$ cat config.mk
export PLATFORM = sky130hd
export DESIGN_NAME = ycbcr_to_rgb_pipe
export DESIGN_NICKNAME = d
export VERILOG_FILES = /design/src/rtl/ycbcr_to_rgb_pipe.sv
export SDC_FILE = /design/constraint.sdc
export NUM_CORES = 1
export LEC_CHECK = 0
export ABC_AREA = 0
export CAP_MARGIN = 20
export CORE_AREA = 2 2 166 168
export CTS_CLUSTER_DIAMETER = 40
export CTS_CLUSTER_SIZE = 28
export DETAILED_ROUTE_END_ITERATION = 10
export DIE_AREA = 0 0 168 170
export PLACE_DENSITY = 0.62
export SLEW_MARGIN = 30
export SYNTH_ARGS = -nofsm -noshare
export SYNTH_HDL_FRONTEND = slang
export SYNTH_SLANG_ARGS = --single-unit
$ cat constraint.sdc
create_clock -name clk -period 12.7 [get_ports clk]
set_input_delay 1.905 -clock clk [delete_from_list [all_inputs] [get_ports clk]]
set_output_delay 1.905 -clock clk [all_outputs]
set_load 0.01 [all_outputs]
$ cat src/rtl/ycbcr_to_rgb_pipe.sv
// ycbcr_to_rgb_pipe: 3-stage BT.601 studio-range YCbCr to RGB converter with valid/ready and frame-last sideband
module ycbcr_to_rgb_pipe (
  input  logic       clk,
  input  logic       rst,
  input  logic       in_valid,
  output logic       in_ready,
  input  logic       in_last,
  input  logic [7:0] Y,
  input  logic [7:0] Cb,
  input  logic [7:0] Cr,
  output logic       out_valid,
  input  logic       out_ready,
  output logic       out_last,
  output logic [7:0] R,
  output logic [7:0] G,
  output logic [7:0] B
);
  logic stall, v1, v2, l1, l2;
  logic signed [8:0] y1, cb1, cr1;
  logic signed [19:0] ye, cbe, cre, r2, g2, b2;
  assign stall = out_valid & ~out_ready;
  assign in_ready = ~stall;
  assign ye = 20'(y1);
  assign cbe = 20'(cb1);
  assign cre = 20'(cr1);
  function automatic logic [7:0] sat(input logic signed [19:0] x);
    logic signed [19:0] t;
    t = (x + 20'sd128) >>> 8;
    return t[19] ? 8'd0 : (|t[18:8]) ? 8'hff : t[7:0];
  endfunction
  always_ff @(posedge clk) begin
    if (!rst) begin
      {v1, v2, l1, l2, out_valid, out_last} <= '0;
      {y1, cb1, cr1} <= '0;
      {r2, g2, b2} <= '0;
      {R, G, B} <= '0;
    end else if (!stall) begin
      v1 <= in_valid;
      l1 <= in_last;
      y1 <= $signed({1'b0, Y}) - 9'sd16;
      cb1 <= $signed({1'b0, Cb}) - 9'sd128;
      cr1 <= $signed({1'b0, Cr}) - 9'sd128;
      v2 <= v1;
      l2 <= l1;
      r2 <= 20'sd298 * ye + 20'sd409 * cre;
      g2 <= 20'sd298 * ye - 20'sd100 * cbe - 20'sd208 * cre;
      b2 <= 20'sd298 * ye + 20'sd516 * cbe;
      out_valid <= v2;
      out_last <= l2;
      R <= sat(r2);
      G <= sat(g2);
      B <= sat(b2);
    end
  end
endmodule
=== Word level (Yosys, flattened, before mapping) ===
Index checks and enable logic that the tools add are counted.

* Register bits: 117
* Input bits: 29
* Output and inout port bits: 27
* Logic and storage cells: 42

* Add/subtract/negate cells: 10
* Multiply operators: 5
* Muxes and demuxes: 6
* Bitwise gates (word level): 3
* Reductions and logical operators: 3

{| class="wikitable"
|+ Operators with widths
! cell !! number
|-
| $add A20 B9 Y20 const B || 3
|-
| $mux W8 || 6
|-
| $mul A9 B9 Y18 const A || 2
|-
| $add A19 B19 Y20 || 1
|-
| $add A19 B20 Y20 || 1
|-
| $sub A19 B17 Y20 || 1
|-
| $sub A20 B18 Y20 || 1
|-
| $mul A10 B9 Y19 const A || 1
|-
| $sub A8 B8 Y9 const B || 2
|-
| $mul A6 B9 Y15 const A || 1
|-
| $mul A5 B9 Y14 const A || 1
|-
| $reduce_or A4 Y1 || 3
|-
| $sub A8 B5 Y9 const B || 1
|-
| $not A1 Y1 || 2
|-
| $and A1 B1 Y1 || 1
|}

=== Longest topological paths before layout ===
Gate-level depths: netlist of the first run.

* Word-level depth: 4
* Depth in mapped cells: 27

=== Least setup slack after synthesis of the first run ===
No wires, ideal clock.

* Path type: register to register
* From: register y1[3]
* To: register r2[19]
* Arrival: 6.442 ns
* Data required time: 12.638 ns
* Slack: 6.196 ns
* Cell stages (with the launch flop): 27
* Path buffers: 0
* Clock period less this slack: 6.504 ns
* Path through: dfxtp_1 > ha_1 > ha_1 > inv_1 > fa_1 > inv_1 > fa_1 > ha_1 > inv_1 > fa_1 > nor2b_1 > o21a_1 > nor2_1 > xnor2_1 > ha_1 > inv_1 > fa_1 > fa_1 > inv_1 > ha_1 > a21o_1 > a21o_1 > a221oi_2 > o221a_2 > nor2b_1 > or3_1 > nand3_1

* Longest elaborated chain between the ends: 2

{| class="wikitable"
|+ Ends and longest elaborated chain
! item !! line !! source
|-
| from (decl) || 19 || <nowiki>logic signed [8:0] y1, cb1, cr1;</nowiki>
|-
| from (signal assigned) || 40 || <nowiki>y1 <= $signed({1'b0, Y}) - 9'sd16;</nowiki>
|-
| $mul A9 B9 Y18 || 45 || <nowiki>r2 <= 20'sd298 * ye + 20'sd409 * cre;</nowiki>
|-
| $add A19 B19 Y20 || 45 ||
|-
| to (signal assigned) || 45 ||
|-
| to (decl) || 20 || <nowiki>logic signed [19:0] ye, cbe, cre, r2, g2, b2;</nowiki>
|}

No other way between the ends.
A chain may end at the register's enable or synchronous reset.

=== Final worst setup path of the first run ===
Same ends and word-level chain as after synthesis.

==> metrics.md, run 1 <==
| Metric | Value |
|---|---|
| Status | `complete, no violations` |
| GR Overflow Total | `0` |
| CP max stage cell | `fa_1` |
| DR pass1 iterations | `4` |
| CP max FO | `5` |
| Comb power frac | `0.659` |
| Buf/Inv on CP | `5` |
| Global-route wire length before repair | `38.0 mm` |
| Vias in the first global route | `7565` |
| Max Root-Sink Buffers | `2` |
| WL/cell | `14.0 um` |
| Max incr delay on CP | `0.54 ns` |
| RSZ-0062 raised after global routing | `no` |
| Row count | `60` |
| Die H | `170 um` |
| DR vias/cell | `4.99` |
| Max VDD drop | `0.172 mV` |
| IO Port Bufs | `55` |
| Ys async rst share | `0` |
| Final antenna-violating net count | `0` |
| Final Power | `2.13 mW` |
| Post-CTS sizing | `0` |
| Fmax | `0.143 GHz` |
| Nets | `1566` |
| Initial Utilization | `0.397` |
| P&R area growth vs syn | `11.3%` |
| Drt first-iter violations | `429` |
| CTS tree | `done` |
| Placer Congestion | `0.896` |
| Main synth FF type | `dfxtp_1` |
| Postcts setup bufs | `0` |
| Synth Register Bits | `94` |
| # DRC | `0` |
| Least-Margin Pin Slew | `0.834 ns` |
| Most frequent cells in the layout | `ha_1, inv_1, nand2_1` |
| Share of cells above drive strength 1 | `0.0348` |
| Worst reg2reg path depth | `26` |
| Reg power frac | `0.210` |
| Largest net degree at the start of global routing | `60` |
| Worst EP arrival | `7.28 ns` |
| Clk root buf | `clkbuf_16` |
| Die area | `28600 um^2` |
| Hpwl dp | `18.3 mm` |
| Worst-skew pair later-pin latency | `0.35 ns` |
| Max-Cap Viols | `0` |
| Slew margin rel. | `0.441` |
| Die Wd | `168 um` |
| Type of origin of the critical path | `register` |
| Setup CP Type | `register to register` |
| Mean Syn Cell Area | `8.66 um^2` |
| Routed wire length | `22.5 mm` |
| Int Power | `1.15 mW` |
| Ports | `56` |
| Hold Path Class | `register to register` |
| Filler Cell Count | `2619` |
| Final setup TNS | `0 ns` |
| Core area | `26700 um^2` |
| Post-synth EDFFs | `0` |
| Req. time, crit path | `12.99 ns` |
| Clock transition at the registers of the reported paths | `0.07 ns` |
| Sequential area share after synthesis | `0.178` |
| Slew Limit Fails | `0` |
| Final setup fails | `0` |
| Cells after Synth | `1222` |
| Commonest non-fill, non-tap cell in the layout | `ha_1` |
| Final hold violation count | `0` |
| Synth warn | `0` |
| Via count | `8009` |
| Clock power share | `0.131` |
| Delay-heaviest family, CP | `adder cells` |
| H-tree depth | `3` |
| Tcrit/Tclk final | `0.550` |
| CTS sink cnt | `94` |
| P per Cell Area | `181 nW/um^2` |
| Worst Setup End Kind | `register` |
| CTS buffer count | `9` |
| Post-CTS Hold Buffers | `0` |
| Sw power | `0.983 mW` |
| Min cycle time layout | `6.99 ns` |
| Utilization after layout | `0.442` |
| Gr usage total | `0.164` |
| Number of cells on the critical path | `26` |
| Ant. Diodes | `0` |
| Syn Nets | `1528` |
| Post-Syn Area | `10600 um^2` |
| Layout Skew | `0.0112 ns` |
| Hold path depth | `2` |
| Switching power share of the total | `0.461` |
| Distinct cells, synth | `67` |
| Static Leakage | `5.82 nW` |
| Initial antenna violation count | `0` |
-- Yosys cell counts (9+ instances only) --
cell type / instances / area share
a21boi_0: 24 / 0.017
a21o_1: 24 / 0.017
a21oi_1: 85 / 0.040
and2_1: 27 / 0.016
and3_1: 10 / 0.0059
clkbuf_1: 30 / 0.011
dfxtp_1: 94 / 0.18
fa_1: 61 / 0.12
ha_1: 216 / 0.26
inv_1: 169 / 0.060
nand2_1: 107 / 0.038
nand3_1: 36 / 0.017
nand4_1: 11 / 0.0065
nor2_1: 36 / 0.013
nor2b_1: 33 / 0.020
nor3_1: 13 / 0.0061
o21ai_0: 44 / 0.021
o21bai_1: 9 / 0.0064
xnor2_1: 58 / 0.048
xor2_1: 43 / 0.036
-- power groups by stage --
stage	Clock, mW	Sequential [mW]	Combinational [mW]
2_1_floorplan	0	0.445	1.03
3_3_place_gp	0	0.452	1.37
3_5_place_dp	0	0.455	1.39
4_1_cts	0.291	0.447	1.40
5_1_grt	0.301	0.461	1.59
6_report	0.279	0.447	1.41
-- worst min-delay path, stage by stage (launching register included) --
cell      delay [ns]
dfxtp_1         0.31
nand2_1         0.05
a21boi_0        0.06
-- per-stage QoR --
| stage | std cells | hold slack [ns] | instance area, um^2 | setup WS, ns |
|---|---|---|---|---|
| finish | 1606 | 0.467 | 11800 | 5.71 |
| global placement | 1590 | 0.452 | 11500 | 5.81 |
| global route | 1606 | 0.487 | 11800 | 5.34 |
| floorplan | 1222 | 0.441 | 10600 | 6.20 |
| CTS | 1606 | 0.468 | 11800 | 5.65 |
| detailed placement | 1590 | 0.459 | 11500 | 5.68 |
-- per-layer routing --
layer  up-vias  share of wire  track usage
met5         -              0            0
met4         0         0.0071       0.0276
met3         9          0.032       0.0240
met2       107           0.43        0.258
met1      3705           0.53        0.239
li1       4188              -            -
-- sequential cells by signal (all words and copies together), names as in the netlist, 9 cells and up --
signal	flops
y1	9
b2	13
r2	13
g2	13
-- kinds of logic (layout without fill, tap and decap cells) --
| group | count (synthesis) | in the layout | synth area share |
|---|---|---|---|
| compound gates | 239 | 239 | 0.146 |
| flops | 94 | 94 | 0.178 |
| xor+xnor | 102 | 102 | 0.0851 |
| simple gates | 302 | 302 | 0.142 |
| mux | 5 | 5 | 0.00496 |
| buf+inv | 202 | 245 | 0.0716 |
| fa+ha+maj | 278 | 278 | 0.372 |
-- area by class of cell --
class | count | area, um^2 | share of cell area
multi-input cells | 926 | 7960 | 0.675
flip-flops and latches | 94 | 1880 | 0.160
inverters | 170 | 638 | 0.0542
repair buffers | 59 | 576 | 0.0488
well taps | 341 | 427 | 0.0362
clock buffers | 9 | 225 | 0.0191
clock inverters | 7 | 77.6 | 0.00658
-- worst paths after layout --
kind                           start             endpoint  slack, ns
setup reg to reg  y1[3]$_SDFFE_PN0N_  r2[19]$_SDFFE_PN0N_       5.71
hold / removal       l1$_SDFFE_PN0N_      l1$_SDFFE_PN0N_       0.47
hold reg to reg      l1$_SDFFE_PN0N_      l1$_SDFFE_PN0N_       0.47
setup / recovery  y1[3]$_SDFFE_PN0N_  r2[19]$_SDFFE_PN0N_       5.71
Power figures use the tool's default switching activity.
==> run 2, diff against run 1 <==
clock period = 6.5 ns   (was 12.7 ns; I/O delays follow)
==> metrics.md, run 2 (synthesis results as in run 1) <==
| Metric | Value |
|---|---|
| Nets | `1582 (+1.0%)` |
| Setup CP Type | `register to register` |
| Routed wire length | `22.7 mm (+1.1%)` |
| Slew Limit Fails | `0 (unchanged)` |
| Worst EP arrival | `6.59 ns (-0.69 ns)` |
| Max Used Layer | `met4` |
| CP max FO | `2 (-3)` |
| Gr usage total | `0.165 (+0.00146)` |
| Ant. Diodes | `0 (unchanged)` |
| Drt first-iter violations | `326 (-24%)` |
| Final hold violation count | `0 (unchanged)` |
| Layout Skew | `0.00964 ns (-0.00155 ns)` |
| Die H | `170 um (unchanged)` |
| Most frequent cells in the layout | `ha_1, inv_1, nand2_1` |
| DR WL met3 | `948 um (+32%)` |
| Type of origin of the critical path | `register` |
| Post-CTS Hold Buffers | `0 (unchanged)` |
| Final antenna-violating net count | `0 (unchanged)` |
| Share of cells above drive strength 1 | `0.0546 (+0.0199)` |
| Commonest non-fill, non-tap cell in the layout | `ha_1` |
| Final setup fails | `0 (unchanged)` |
| WL/cell | `14.0 um (about the same)` |
| DR vias/cell | `4.98 (about the same)` |
| Max Root-Sink Buffers | `2 (unchanged)` |
| Hold Path Class | `register to register` |
| Final Power | `4.25 mW (+99%)` |
| Tcrit/Tclk final | `0.969 (+0.419)` |
| Worst Setup End Kind | `register` |
| Max VDD drop | `0.267 mV (+55%)` |
| Die Wd | `168 um (unchanged)` |
| DR pass1 iterations | `5 (+1)` |
| Min cycle time layout | `6.30 ns (-0.692 ns)` |
| Clock transition at the registers of the reported paths | `0.07 ns (about the same)` |
| Top Registers | `b2 x13, g2 x13, r2 x13` |
| Static Leakage | `5.92 nW (+1.6%)` |
| Via count | `8084 (+0.94%)` |
| Row count | `60 (unchanged)` |
| Req. time, crit path | `6.79 ns (-6.20 ns)` |
| CTS sink cnt | `94 (unchanged)` |
| Hpwl dp | `18.2 mm (-0.46%)` |
| Least-Margin Pin Slew | `0.818 ns (-0.0161 ns)` |
| Metal2 WL | `9.86 mm (+2.1%)` |
| Final setup TNS | `0 ns (unchanged)` |
| Vias in the first global route | `7672 (+1.4%)` |
| Initial antenna violation count | `1 (+1)` |
| Status | `complete, no violations` |
| # DRC | `0 (unchanged)` |
| IO Port Bufs | `55 (unchanged)` |
| GR Overflow Total | `0 (unchanged)` |
| P per Cell Area | `356 nW/um^2 (+97%)` |
| Global-route wire length before repair | `38.3 mm (+0.87%)` |
| Met1 Wirelength | `11.8 mm (-1.7%)` |
| CTS buffer count | `9 (unchanged)` |
| Fmax | `0.159 GHz (+11%)` |
| Clk root buf | `clkbuf_16` |
| Filler Cell Count | `2595 (-0.92%)` |
| Core area | `26700 um^2 (unchanged)` |
| Largest net degree at the start of global routing | `113 (+88%)` |
| Placer Congestion | `0.862 (-3.8%)` |
| P&R area growth vs syn | `12.8%` |
| Ports | `56 (unchanged)` |
| Initial Utilization | `0.397 (unchanged)` |
| Slew margin rel. | `0.451 (+0.0108)` |
| Die area | `28600 um^2 (unchanged)` |
| CTS tree | `done` |
| Worst-skew pair later-pin latency | `0.36 ns (about the same)` |
| H-tree depth | `3 (unchanged)` |
| Max-Cap Viols | `0 (unchanged)` |
==> run 2: cell types whose count changed in the layout (fill, tap and decap cells not counted), sizes merged <==
cell  before  now
buf        5   21
==> run 2: worst paths after layout <==
check / from / end / slack [ns] / depth (start not counted)
worst min-delay path: l1$_SDFFE_PN0N_ / l1$_SDFFE_PN0N_ / 0.47 / 2
worst min register to register: l1$_SDFFE_PN0N_ / l1$_SDFFE_PN0N_ / 0.47 / 2
worst max register to register: y1[3]$_SDFFE_PN0N_ / r2[19]$_SDFFE_PN0N_ / 0.20 / 25
worst max-delay path: y1[3]$_SDFFE_PN0N_ / r2[19]$_SDFFE_PN0N_ / 0.20 / 25
==> run 2: routing by layer <==
metal | track usage | vias to the layer above
li1 | - | 4220
met1 | 0.237 | 3728
met2 | 0.264 | 126
met3 | 0.0267 | 10
met4 | 0.0276 | 0
met5 | 0 | -
==> run 2: area by class of cell <==
type	instances	area [um^2]	share of cell area
flip-flops and latches	94	1880	0.158
well taps	341	427	0.0357
repair buffers	75	699	0.0586
inverters	170	638	0.0534
multi-input cells	926	7990	0.669
clock buffers	9	225	0.0189
clock inverters	7	75.1	0.00629
==> run 2: worst max-delay path, cell delays in order (launching register included) <==
cell and delay (ns):
dfxtp_1 0.37, ha_4 0.21, ha_1 0.27, inv_1 0.05, fa_1 0.47, inv_1 0.06, fa_2 0.39, fa_1 0.44
ha_1 0.30, nor2b_2 0.17, o21a_1 0.17, nor2_2 0.14, xnor2_2 0.08, ha_1 0.28, inv_1 0.05, fa_1 0.50
fa_1 0.54, inv_1 0.04, ha_1 0.29, a21o_1 0.16, a21o_1 0.19, a221oi_2 0.30, o221a_2 0.26, nor2b_1 0.06
or3_1 0.37, nand3_1 0.08
==> run 2: power by group <==
group / switching (mW) / internal [mW]
sequential: 0.136 / 0.731
clock: 0.271 / 0.273
combinational: 1.55 / 1.29
==> run 2: repair_timing <==
item	4_1_cts	5_1_grt
endpoints found under the setup margin	0	7
endpoints found under the hold margin	0	0
buffers inserted	0	2
resized for setup	0	10
==> run 2: stage by stage <==
stage / worst slack, ns / hold slack, ns / area, um^2 / util / std cells
finish: 0.202 / 0.466 / 11900 / 0.448 / 1622
global route: -0.0316 / 0.492 / 11900 / 0.448 / 1622
CTS: 0.0144 / 0.468 / 11900 / 0.446 / 1620
detailed placement: 0.0632 / 0.458 / 11600 / 0.435 / 1604
global placement: 0.0934 / 0.451 / 11600 / 0.435 / 1604
floorplan: 0.0521 / 0.441 / 10600 / - / 1222
==> run 3, diff against run 2 <==
ABC_CLOCK_PERIOD_IN_PS = 5500   (was default)
PLACE_DENSITY = 0.64   (was 0.62)
clock period = 5.5 ns   (was 6.5 ns; I/O delays follow)
==> metrics.md, run 3 (synthesis results as in run 1) <==
| Metric | Value |
|---|---|
| Clk root buf | `clkbuf_16` |
| Setup CP Type | `register to register` |
| Fmax | `0.167 GHz (+5.3%)` |
| DR pass1 iterations | `4 (-1)` |
| Largest net degree at the start of global routing | `62 (-45%)` |
| RSZ-0062 raised after global routing | `yes` |
| Max VDD drop | `0.291 mV (+9.0%)` |
| Ant. Diodes | `0 (unchanged)` |
| WL/cell | `14.1 um (+0.89%)` |
| Worst Setup End Kind | `register` |
| P&R area growth vs syn | `24.7%` |
| CTS sink cnt | `94 (unchanged)` |
| # DRC | `0 (unchanged)` |
| Hold Path Class | `register to register` |
| H-tree depth | `3 (unchanged)` |
| Row count | `60 (unchanged)` |
| Least-Margin Pin Slew | `0.796 ns (-0.0222 ns)` |
| Status | `complete, but fails checks` |
| Ports | `56 (unchanged)` |
| Utilization after layout | `0.495 (+0.0473)` |
| Layout Skew | `0.0123 ns (+0.00268 ns)` |
| GR Overflow Total | `0 (unchanged)` |
| Max Root-Sink Buffers | `2 (unchanged)` |
| Static Leakage | `6.49 nW (+9.6%)` |
| Req. time, crit path | `5.79 ns (-1.00 ns)` |
| Gr usage total | `0.173 (+0.00786)` |
| Max-Cap Viols | `0 (unchanged)` |
| Drt first-iter violations | `264 (-19%)` |
| Global-route wire length before repair | `40.2 mm (+5.0%)` |
| DR vias/cell | `4.91 (-1.5%)` |
| Slew margin rel. | `0.466 (+0.0149)` |
| CP max stage cell | `fa_1` |
| Share of cells above drive strength 1 | `0.167 (+0.113)` |
| Most frequent cells in the layout | `ha_1, inv_1, buf_4` |
| Final worst slack | `-0.478 ns (-0.681 ns)` |
| Nets | `1682 (+6.3%)` |
| GR Layer Usage met3 | `0.0240 (-0.00279)` |
| Tcrit/Tclk final | `1.09 (+0.118)` |
| Die H | `170 um (unchanged)` |
| Worst-skew pair later-pin latency | `0.36 ns (about the same)` |
| Area after DPL | `12400 um^2 (+6.8%)` |
| Placer Congestion | `0.875 (+1.5%)` |
| Final setup fails | `12 (+12)` |
| Hpwl dp | `19.5 mm (+6.7%)` |
| Non-Filler Instances | `1722 (+6.2%)` |
| Initial antenna violation count | `0 (-1)` |
| Via count | `8453 (+4.6%)` |
| Placed Cells | `1696 (+5.7%)` |
| Top Registers | `b2 x13, g2 x13, r2 x13` |
| Most Used Layer, Global Route | `met2` |
| Min cycle time layout | `5.98 ns (-0.319 ns)` |
| Buf/Inv on CP | `4 (unchanged)` |
| Vias in the first global route | `8163 (+6.4%)` |
| DP Worst Slack | `-0.586 ns (-0.649 ns)` |
| Core area | `26700 um^2 (unchanged)` |
| Design Area, Final | `13200 um^2 (+11%)` |
| Post-CTS Hold Buffers | `0 (unchanged)` |
| Type of origin of the critical path | `register` |
| Final hold violation count | `0 (unchanged)` |
| Die Wd | `168 um (unchanged)` |
| Global routing usage on met1 | `0.241 (+0.00327)` |
| Max incr delay on CP | `0.53 ns (about the same)` |
| Filler Cell Count | `2511 (-3.2%)` |
| GR Util met2 | `0.286 (+0.0221)` |
| CTS buffer count | `9 (unchanged)` |
| Final antenna-violating net count | `0 (unchanged)` |
| Clock transition at the registers of the reported paths | `0.08 ns (about the same)` |
| Routed wire length | `24.4 mm (+7.1%)` |
| Slew Limit Fails | `0 (unchanged)` |
| Die area | `28600 um^2 (unchanged)` |
| IO Port Bufs | `55 (unchanged)` |
| CTS tree | `done` |
| Initial Utilization | `0.397 (unchanged)` |
| Commonest non-fill, non-tap cell in the layout | `ha_1` |
| CP max FO | `3 (+1)` |
| Worst EP arrival | `6.27 ns (-0.32 ns)` |
| Failing checks | `setup timing` |
| P per Cell Area | `461 nW/um^2 (+29%)` |
| Delay-heaviest family, CP | `adder cells` |
## run 3: cell count changes in the layout (fill, tap and decap cells not counted), moves of 9 or more
cell,previous run,this run
a21oi_1,84,75
inv_1,168,159
inv_2,2,11
buf_4,19,110
ha_1,215,200
o21ai_0,44,32
ha_4,1,15
buf_6,1,10
## run 3: path summary, 6_finish.rpt
kind,from,endpoint,slack (ns),depth (start not counted)
worst max register to register,y1[5]$_SDFFE_PN0N_,r2[19]$_SDFFE_PN0N_,-0.48,25
worst min register to register,v2$_SDFFE_PN0N_,v2$_SDFFE_PN0N_,0.47,2
worst max-delay path,y1[5]$_SDFFE_PN0N_,r2[19]$_SDFFE_PN0N_,-0.48,25
worst min-delay path,v2$_SDFFE_PN0N_,v2$_SDFFE_PN0N_,0.47,2
## run 3: metrics by stage
stage	total power, mW	hold slack [ns]	TNS (ns)
2_1_floorplan	3.50	0.441	-2.11
3_3_place_gp	4.73	0.452	-3.84
3_5_place_dp	4.83	0.459	-4.88
4_1_cts	5.75	0.469	-4.07
5_1_grt	6.64	0.494	-6.51
6_report	6.08	0.470	-3.54
## run 3: repair_timing
item | CTS | global route
resized for setup | 33 | 53
pin swaps | 31 | 37
buffers inserted | 5 | 8
setup endpoints to repair | 15 | 25
## run 3: report_power, final
part / total (mW) / switching, mW / internal [mW] / leakage, nW
clock: 0.655 / 0.332 / 0.323 / 0.145
sequential: 1.01 / 0.151 / 0.864 / 0.783
combinational: 4.41 / 2.20 / 2.21 / 5.56
## run 3: cell type report
cell class / instances / area [um^2] / area share
tap: 341 / 427 / 0.0323
clock buffer: 9 / 225 / 0.0171
sequential: 94 / 1890 / 0.143
multi-input combinational: 926 / 8460 / 0.641
timing repair buffer: 175 / 1480 / 0.112
inverter: 170 / 638 / 0.0483
clock inverter: 7 / 80.1 / 0.00607
## run 3: tightest hold or removal path, stage by stage, from the launching register on
cell and delay (ns):
dfxtp_1 0.32, nand2_1 0.05, a21boi_0 0.06
## run 3: metal layers
metal | vias to the layer above | routed length [um]
met1 | 3909 | 12500
li1 | 4412 | -
met3 | 18 | 744
met5 | - | 0
met4 | 0 | 296
met2 | 114 | 10900
